**src/rtl/sound_sequencer.sv**
```systemverilog
// Melody sequencer: turns eat/crash game events into timed note sequences
// (frequency + playSound) for the downstream tone oscillator.
module sound_sequencer #(
    parameter int NOTE_CYCLES = 1_000_000,
    parameter int GAP_CYCLES  = 100_000
) (
    input  logic       clk,
    input  logic       nRst,
    input  logic       eat_i,
    input  logic       crash_i,
    input  logic       sound_en,
    output logic [8:0] freq,
    output logic       playSound,
    output logic       busy
);
    localparam int MAXC = (NOTE_CYCLES > GAP_CYCLES) ? NOTE_CYCLES : GAP_CYCLES;
    localparam int CW   = $clog2(MAXC + 1);
    localparam logic [CW-1:0] NOTE_LOAD = CW'(NOTE_CYCLES - 1);
    localparam logic [CW-1:0] GAP_LOAD  = CW'((GAP_CYCLES > 0) ? GAP_CYCLES - 1 : 0);

    typedef enum logic [1:0] {IDLE, PLAY, GAP} state_t;

    state_t        state_q;
    logic          crash_mel_q;
    logic [1:0]    idx_q;
    logic [CW-1:0] cnt_q;
    logic          eat_q, crash_q;
    logic [8:0]    freq_q;
    logic          play_q, busy_q;

    logic       eat_evt, crash_evt, last_note, eat_ok;
    logic [1:0] idx_d;

    function automatic logic [8:0] note_hz(input logic crash, input logic [1:0] idx);
        logic [8:0] hz;
        hz = 9'd0;
        if (crash) begin
            case (idx)
                2'd0:    hz = 9'd392;
                2'd1:    hz = 9'd311;
                2'd2:    hz = 9'd262;
                default: hz = 9'd196;
            endcase
        end else begin
            case (idx)
                2'd0:    hz = 9'd262;
                2'd1:    hz = 9'd330;
                default: hz = 9'd392;
            endcase
        end
        return hz;
    endfunction

    assign eat_evt   = eat_i & ~eat_q;
    assign crash_evt = crash_i & ~crash_q;
    assign last_note = crash_mel_q ? (idx_q == 2'd3) : (idx_q == 2'd2);
    // An eat event may only interrupt silence or another eat melody.
    assign eat_ok    = (state_q == IDLE) || !crash_mel_q;
    assign idx_d     = idx_q + 2'd1;

    always_ff @(posedge clk or negedge nRst) begin
        if (!nRst) begin
            state_q     <= IDLE;
            crash_mel_q <= 1'b0;
            idx_q       <= 2'd0;
            cnt_q       <= '0;
            eat_q       <= 1'b0;
            crash_q     <= 1'b0;
            freq_q      <= 9'd0;
            play_q      <= 1'b0;
            busy_q      <= 1'b0;
        end else begin
            // History always tracks the inputs so muted edges are consumed, not queued.
            eat_q   <= eat_i;
            crash_q <= crash_i;
            if (!sound_en) begin
                state_q <= IDLE;
                idx_q   <= 2'd0;
                cnt_q   <= '0;
                freq_q  <= 9'd0;
                play_q  <= 1'b0;
                busy_q  <= 1'b0;
            end else if (crash_evt || (eat_evt && eat_ok)) begin
                state_q     <= PLAY;
                crash_mel_q <= crash_evt;
                idx_q       <= 2'd0;
                cnt_q       <= NOTE_LOAD;
                freq_q      <= note_hz(crash_evt, 2'd0);
                play_q      <= 1'b1;
                busy_q      <= 1'b1;
            end else begin
                case (state_q)
                    PLAY: begin
                        if (cnt_q != '0) begin
                            cnt_q <= cnt_q - 1'b1;
                        end else if (last_note) begin
                            state_q <= IDLE;
                            idx_q   <= 2'd0;
                            freq_q  <= 9'd0;
                            play_q  <= 1'b0;
                            busy_q  <= 1'b0;
                        end else if (GAP_CYCLES > 0) begin
                            state_q <= GAP;
                            cnt_q   <= GAP_LOAD;
                            freq_q  <= 9'd0;
                            play_q  <= 1'b0;
                        end else begin
                            idx_q  <= idx_d;
                            cnt_q  <= NOTE_LOAD;
                            freq_q <= note_hz(crash_mel_q, idx_d);
                        end
                    end
                    GAP: begin
                        if (cnt_q != '0) begin
                            cnt_q <= cnt_q - 1'b1;
                        end else begin
                            state_q <= PLAY;
                            idx_q   <= idx_d;
                            cnt_q   <= NOTE_LOAD;
                            freq_q  <= note_hz(crash_mel_q, idx_d);
                            play_q  <= 1'b1;
                        end
                    end
                    default: begin
                        state_q <= IDLE;
                        freq_q  <= 9'd0;
                        play_q  <= 1'b0;
                        busy_q  <= 1'b0;
                    end
                endcase
            end
        end
    end

    assign freq      = freq_q;
    assign playSound = play_q;
    assign busy      = busy_q;
endmodule

```
**config.mk**
```make
export PLATFORM = sky130hd
export DESIGN_NAME = sound_sequencer
export DESIGN_NICKNAME = d
export VERILOG_FILES = /design/src/rtl/sound_sequencer.sv
export SDC_FILE = /design/constraint.sdc
export NUM_CORES = 1
export LEC_CHECK = 0
export CORE_ASPECT_RATIO = 0.6
export CORE_MARGIN = 3
export CORE_UTILIZATION = 30
export DETAILED_ROUTE_END_ITERATION = 10
export PLACE_DENSITY = 0.57
export REMOVE_ABC_BUFFERS = 1
export SETUP_SLACK_MARGIN = 0.02
export SLEW_MARGIN = 25
export SYNTH_ARGS = -nofsm -noshare
export SYNTH_HDL_FRONTEND = slang
export SYNTH_SLANG_ARGS = --single-unit
```
**constraint.sdc**
```tcl
create_clock -name clk -period 3.3 [get_ports clk]
set_input_delay 0.33 -clock clk [delete_from_list [all_inputs] [get_ports clk]]
set_output_delay 0.33 -clock clk [all_outputs]
set_load 0.05 [all_outputs]
```
==> results of run 1 <==
synthesized netlist by cell type (all sizes together), types with 2 or more instances:
cell / number / area [um2]
o31a: 2 / 17.5
and4: 2 / 17.5
a32o: 7 / 70.1
nor4: 10 / 108
mux2i: 2 / 20.0
nor2: 15 / 56.3
buf: 8 / 63.8
mux2: 2 / 22.5
a31oi: 2 / 12.5
or4: 3 / 22.5
ha: 10 / 125
a22oi: 7 / 82.6
a211oi: 2 / 20.0
and3: 3 / 18.8
a21oi: 8 / 40.0
clkbuf: 8 / 30.0
o41ai: 3 / 26.3
o31ai: 7 / 52.6
nand2: 23 / 86.3
inv: 21 / 78.8
or3: 2 / 12.5
o211ai: 2 / 15.0
nor3: 9 / 45.0
dfrtp: 35 / 876
nand2b: 4 / 32.5
nand4: 5 / 37.5
o221ai: 2 / 17.5
o21ai: 23 / 115
o22ai: 14 / 87.6
nand3: 6 / 30.0
layout by cell type (no fill, tap or decap), types with 2 or more instances in the layout:
master / Yosys / layout
nor4_4: 3 / 3
or4_1: 3 / 3
o211ai_1: 2 / 2
and3_1: 3 / 3
buf_4: 2 / 7
nand3_1: 6 / 6
mux2_2: 2 / 2
o221ai_1: 2 / 2
o21ai_0: 17 / 17
ha_1: 10 / 10
nand2_1: 23 / 23
clkdlybuf4s50_1: 0 / 14
nor2_1: 15 / 15
inv_1: 21 / 21
mux2i_1: 2 / 2
o21ai_1: 6 / 6
o41ai_1: 3 / 3
and4_1: 2 / 2
nand4_1: 4 / 4
clkbuf_16: 0 / 5
or3_1: 2 / 2
a22oi_2: 6 / 6
nand2b_1: 3 / 3
o31ai_1: 7 / 7
nor4_1: 7 / 7
a32o_1: 7 / 7
o22ai_1: 14 / 14
dfrtp_1: 35 / 35
nor3_1: 9 / 9
a31oi_1: 2 / 2
a21oi_1: 8 / 8
o31a_1: 2 / 2
path summary, 6_finish.rpt:
check,start,to,slack [ns],depth (start not counted)
setup / recovery,cnt_q[4],cnt_q[18],0.74,5
hold / removal,nRst,cnt_q[14],0.15,1
setup reg to reg,cnt_q[4],cnt_q[18],0.74,5
hold reg to reg,freq[6],freq[6],0.48,2
max in group asynchronous,nRst,freq[1],2.62,1
min in group clk,freq[6],freq[6],0.48,2
cells by family (layout without fill, tap and decap cells):
logic type | after synthesis | after routing | share of synthesized area [%]
multiplexers | 4 | 4 | 1.81
AO/OA/AOI/OAI | 86 | 86 | 26.3
adder cells (fa/ha/maj) | 10 | 10 | 5.33
AND/OR/NAND/NOR | 86 | 86 | 21.1
XOR/XNOR | 2 | 2 | 0.746
flip-flops | 35 | 35 | 37.3
buffers and inverters | 37 | 51 | 7.36
power groups by stage:
stage	clock (mW)	sequential, mW	combinational (mW)
after floorplan	0	0.554	0.239
after global placement	0	0.541	0.378
after detailed placement	0	0.544	0.382
after CTS	0.570	0.537	0.384
after global routing	0.593	0.546	0.426
final	0.555	0.537	0.387
metal layers:
layer | wire length, um | share of wire [%]
met5 | 0 | 0
met4 | 10 | 0.15
met3 | 682 | 10
met2 | 2500 | 38
met1 | 3470 | 52
through the flow:
stage / cell area [um2] / power, mW
2_1_floorplan: 2250 / 0.793
3_3_place_gp: 2580 / 0.919
3_5_place_dp: 2580 / 0.926
4_1_cts: 2760 / 1.49
5_1_grt: 2760 / 1.56
6_report: 2760 / 1.48
area by class of cell:
cell class	count	area (um2)	share of cell area, %
Multi-Input combinational cell	188	1300	47.1
Sequential cell	35	876	31.8
Timing Repair Buffer	22	198	7.18
Clock buffer	6	139	5.04
Tap cell	104	130	4.72
Inverter	21	78.8	2.86
Clock inverter	2	35.0	1.27
critical path, delay by kind of cell (launching register included):
kind	cells	cell delay, ns
simple gates	3	1.07
flops	1	0.45
compound gates	2	0.91
flip-flops by register name, summed over array words and instances (netlist names):
name / flops
crash_mel_q: 1
cnt_q: 20
idx_q: 2
state_q: 2
freq: 7
busy: 1
eat_q: 1
crash_q: 1
==> results_dict.tcl, run 1 <==
set metrics [dict create \
    period_minus_slack_ns 2.56 \
    wl_um 6670 \
    boundaryPins 16 \
    sw_frac_of_total_pct 32.9 \
    synth-edff-count 0 \
    fin_skew_ns 0.00356 \
    ys.warnings.count 0 \
    detailedRoute.firstIterationViolations 152 \
    die_ar_mm2 0.00896 \
    ys_types 51 \
    global_route.usage.met1_pct 25.2 \
    finalWorstSetupSlack_ns 0.740 \
    ctsRootBufferMaster "clkbuf_16" \
    post_cts_buffers 0 \
    clock_power_share_pct 37.5 \
    fillers 764 \
    ys_seq_elements 35 \
    grt_pass1_wl_um 11200 \
    drt.antenna.violating_nets 0 \
    post_synth.cell_area_avg_um2 9.03 \
    antenna_cells 0 \
    place_inst 370 \
    tightest_slew_ns 0.904 \
    post-route-drc-count 0 \
    classification_of_the_worst_slack_hold_path "input pin to asynchronous set/reset pin" \
    die-width_um 120 \
    cp-end-kind "flop" \
    p_int_mw 0.993 \
    post-route-period-util_pct 77.6 \
    via_total_after_detailed_routing 2067 \
    timing_worst_setup_path_type "flop to flop" \
    setup_tns_ns 0 \
    post_synth_inst_count 260 \
    power.switching_mw 0.487 \
    post_drt_via_cell_ratio 5.47 \
    cp_data_arrival_time_ns 2.72 \
    drtPass1Iterations 4 \
    rows 24 \
    post_route_cells_drive_above_1_share_pct 11.7 \
    place_ws_ns 0.779 \
    dp.final_hpwl_um 4860 \
    groute.layer.met2.usage_pct 20.8 \
    power.density_mw_per_mm2 537 \
    start_util_pct 31.6 \
    synth_ff_type "dfrtp_1" \
    grt_pass1_vias 2026 \
    seq_area_frac_synth_pct 37.3 \
    max_freq_mhz 391 \
    path_clk_slew_ns 0.06 \
    die_height_um 74.5 \
    cp_data_required_time_ns 3.46 \
    worstSkewPairLatency_ns 0.28 \
    grt_start_max_net_pins 36 \
    timing_max_transition_violations_final 0 \
    cts.sink_count 35 \
    cts_resized 0 \
    status "completed" \
    number_of_hold_violations_in_the_final_report 0 \
    globalplace.congestion 0.925 \
    holdBufCountCts 0 \
    grt_overflow_total 0 \
    critical_path.max_fanout 19 \
    final-setup-viol-count 0 \
    critical_path.cell_chain "nor4_4 -> nand4_2 -> o31a_1 -> nand2b_4 -> a32o_1" \
    seqPwrFrac_pct 36.3 \
    fin_cells 378 \
    final_util_pct 37.1 \
    critical-path-max-stage-delay_ns 0.60 \
    globalRoute.busiestLayer "met1" \
    rel_slew_slack_pct 39.6 \
    cts_max_path_buffers 2 \
    cts_tree "built" \
    leakagePower_nw 1.12 \
    buffer_ports.inserted 15 \
    grt_antenna_before_repair 0 \
    startpoint_type "flop" \
    combinationalPowerShare_pct 26.2 \
    cts-buffers-inserted 5 \
    timing.hold.ws_ns 0.154 \
    grt_use_met3_pct 5.78 \
    asyncSetResetFlopFracSynth_pct 100 \
    coreArea_mm2 0.00742 \
    rsz0062_at_grt "false" \
    drv_cap 0 \
    worst_path_max_delay_cell "o31a_1" \
    syn_to_final_growth_pct 17.4 \
    num-nets-final 288 \
    syn_area_mm2 0.00235 \
    ir_drop_uv 257 \
    global_route.usage.total_pct 16.1 \
    drt-wirelength-per-cell_um 17.6 \
    ctsHtreeMaxLevel 2 \
]
Power figures use the tool's default switching activity.
==> run 2, diff against run 1 <==
==> constraint.sdc (replaced) <==
create_clock -name clk -period 2.47 [get_ports clk]
set_input_delay 0.247 -clock clk [delete_from_list [all_inputs] [get_ports clk]]
set_output_delay 0.247 -clock clk [all_outputs]
set_load 0.05 [all_outputs]
==> results_dict.tcl, run 2 (synthesized netlist as in run 1, its figures left out) <==
set metrics [dict create \
    status "completed" \
    largest_reg_flops 20 \
    grt_overflow_total 0 \
    num-nets-final 297 \
    path_clk_slew_ns 0.06 \
    drt-wirelength-per-cell_um 17.2 \
    registers.top_by_ff_count "cnt_q" \
    die_height_um 74.5 \
    design_area_mm2 0.00284 \
    buffer_ports.inserted 15 \
    drtPass1Iterations 4 \
    seqPwrFrac_pct 35.4 \
    post_route_cells_drive_above_1_share_pct 14.8 \
    tightest_slew_ns 0.839 \
    syn_to_final_growth_pct 20.8 \
    wl_um 6670 \
    classification_of_the_worst_slack_hold_path "input pin to asynchronous set/reset pin" \
    holdBufCountCts 0 \
    critical_path.max_fanout 18 \
    startpoint_type "flop" \
    worst_setup_path_startpoint "cnt_q[8]" \
    timing_max_transition_violations_final 0 \
    reg2reg_from "cnt_q[8]" \
    grt_pass1_wl_um 11000 \
    rows 24 \
    cts_max_path_buffers 2 \
    grt_start_max_net_pins 36 \
    critical-path-max-stage-delay_ns 0.48 \
    sw_frac_of_total_pct 33.2 \
    post-route-drc-count 0 \
    post_drt_via_cell_ratio 5.39 \
    ctsRootBufferMaster "clkbuf_16" \
    detailed_place.area_mm2 0.00265 \
    number_of_hold_violations_in_the_final_report 0 \
    dp.final_hpwl_um 4720 \
    final-setup-viol-count 0 \
    worst_path_max_delay_cell "dfrtp_1" \
    post_cts_buffers 0 \
    worstSkewPairLatency_ns 0.28 \
    p_total_mw 2.01 \
    globalplace.congestion 0.851 \
    critical_path.cell_chain "nor4_4 -> nand4_2 -> o31a_1 -> nand2b_4 -> a32o_1" \
    max_freq_mhz 438 \
    grt_pass1_vias 1950 \
    period_minus_slack_ns 2.28 \
    clock_power_share_pct 37.7 \
    cts-buffers-inserted 5 \
    cp_data_required_time_ns 2.64 \
    die_ar_mm2 0.00896 \
    cts.sink_count 35 \
    layout_commonest_cell "dfrtp_1" \
    fin_skew_ns 0.00668 \
    leading_cell_types_in_the_layout_fill_and_taps_excluded "dfrtp_1 (35), nand2_1 (23), inv_1 (21)" \
    antenna_cells 0 \
    detailedRoute.firstIterationViolations 132 \
    power.switching_mw 0.667 \
    via_total_after_detailed_routing 2086 \
    ir_drop_uv 327 \
    rel_slew_slack_pct 44.1 \
    p_int_mw 1.34 \
    coreArea_mm2 0.00742 \
    rsz0062_at_grt "false" \
    leakagePower_nw 1.17 \
    post-route-period-util_pct 92.3 \
    global_route.usage.total_pct 15.9 \
    timing_worst_setup_path_type "flop to flop" \
    grt_antenna_before_repair 0 \
    die-width_um 120 \
    power.density_mw_per_mm2 708 \
    ctsHtreeMaxLevel 2 \
    start_util_pct 31.6 \
    drt.antenna.violating_nets 0 \
    combinationalPowerShare_pct 27.0 \
    timing.hold.ws_ns 0.0662 \
    boundaryPins 16 \
    cp-end-kind "flop" \
    cp_data_arrival_time_ns 2.45 \
    cts_tree "built" \
    drv_cap 0 \
]
[run 2: changes by cell type in the layout (fill, tap and decap cells not counted)]
cell | previous run | this run
a211oi_2 | 1 | 0
nor3_1 | 9 | 8
buf_4 | 7 | 16
nor3_2 | 0 | 1
a211oi_4 | 0 | 1
[run 2: metrics by stage]
step                      cells  setup WS [ns]  TNS (ns)  utilization [%]
final                       387          0.189         0             38.2
after global routing        387         0.0683         0             38.2
after CTS                   387          0.174         0             38.1
after detailed placement    379          0.177         0             35.7
after global placement      379          0.184         0             35.7
after floorplan             244         -0.379     -1.93                -
[run 2: power groups by stage]
stage / Sequential [mW] / Combinational, mW / Clock [mW]
after global routing: 0.723 / 0.596 / 0.797
final: 0.710 / 0.542 / 0.756
after CTS: 0.708 / 0.532 / 0.773
after floorplan: 0.741 / 0.319 / 0
after detailed placement: 0.718 / 0.528 / 0
after global placement: 0.716 / 0.526 / 0
[run 2: layout make-up]
class                   count  area (um2)
clock buffers               6         139
clock inverters             2        35.0
fillers                   757        4580
inverters                  21        78.8
multi-input cells         188        1310
flip-flops and latches     35         876
well taps                 104         130
repair buffers             31         265
[run 2: path summary, 6_finish.rpt]
check | end | slack (ns) | depth (start not counted)
max | cnt_q[19] | 0.19 | 5
min in group clk | crash_q | 0.44 | 1
max reg2reg | cnt_q[19] | 0.19 | 5
min reg2reg | freq[8] | 0.48 | 2
max in group asynchronous | cnt_q[13] | 1.87 | 1
min | cnt_q[15] | 0.07 | 1
[run 2: worst max-delay path, delay by kind of cell, from the launching register on]
kind	cells	cell delay, ns
AO/OA/AOI/OAI	2	0.67
flip-flops	1	0.48
AND/OR/NAND/NOR	3	1.01
[run 2: per-layer routing]
layer	wire length (um)	part of all wire [%]	vias to the layer above	track usage (%)
li1	-	-	1025	-
met2	2550	38	57	20.4
met3	392	5.9	9	3.04
met5	0	0	-	0
met4	66	0.99	0	4.06
met1	3670	55	995	26.2
[run 2: timing repair]
item	CTS	global route
gates resized for setup	0	2
hold endpoints to repair	0	0
endpoints found under the setup margin	0	9
==> run 3, diff against run 2 <==
--- a/config.mk
+++ b/config.mk
@@ -12,7 +12,8 @@
 export PLACE_DENSITY = 0.57
 export REMOVE_ABC_BUFFERS = 1
 export SETUP_SLACK_MARGIN = 0.02
-export SLEW_MARGIN = 25
+export SLEW_MARGIN = 10
 export SYNTH_ARGS = -nofsm -noshare
 export SYNTH_HDL_FRONTEND = slang
 export SYNTH_SLANG_ARGS = --single-unit
+export TNS_END_PERCENT = 10
==> results of run 3 <==
Final layout, timing and power as in run 2 (identical DEF).
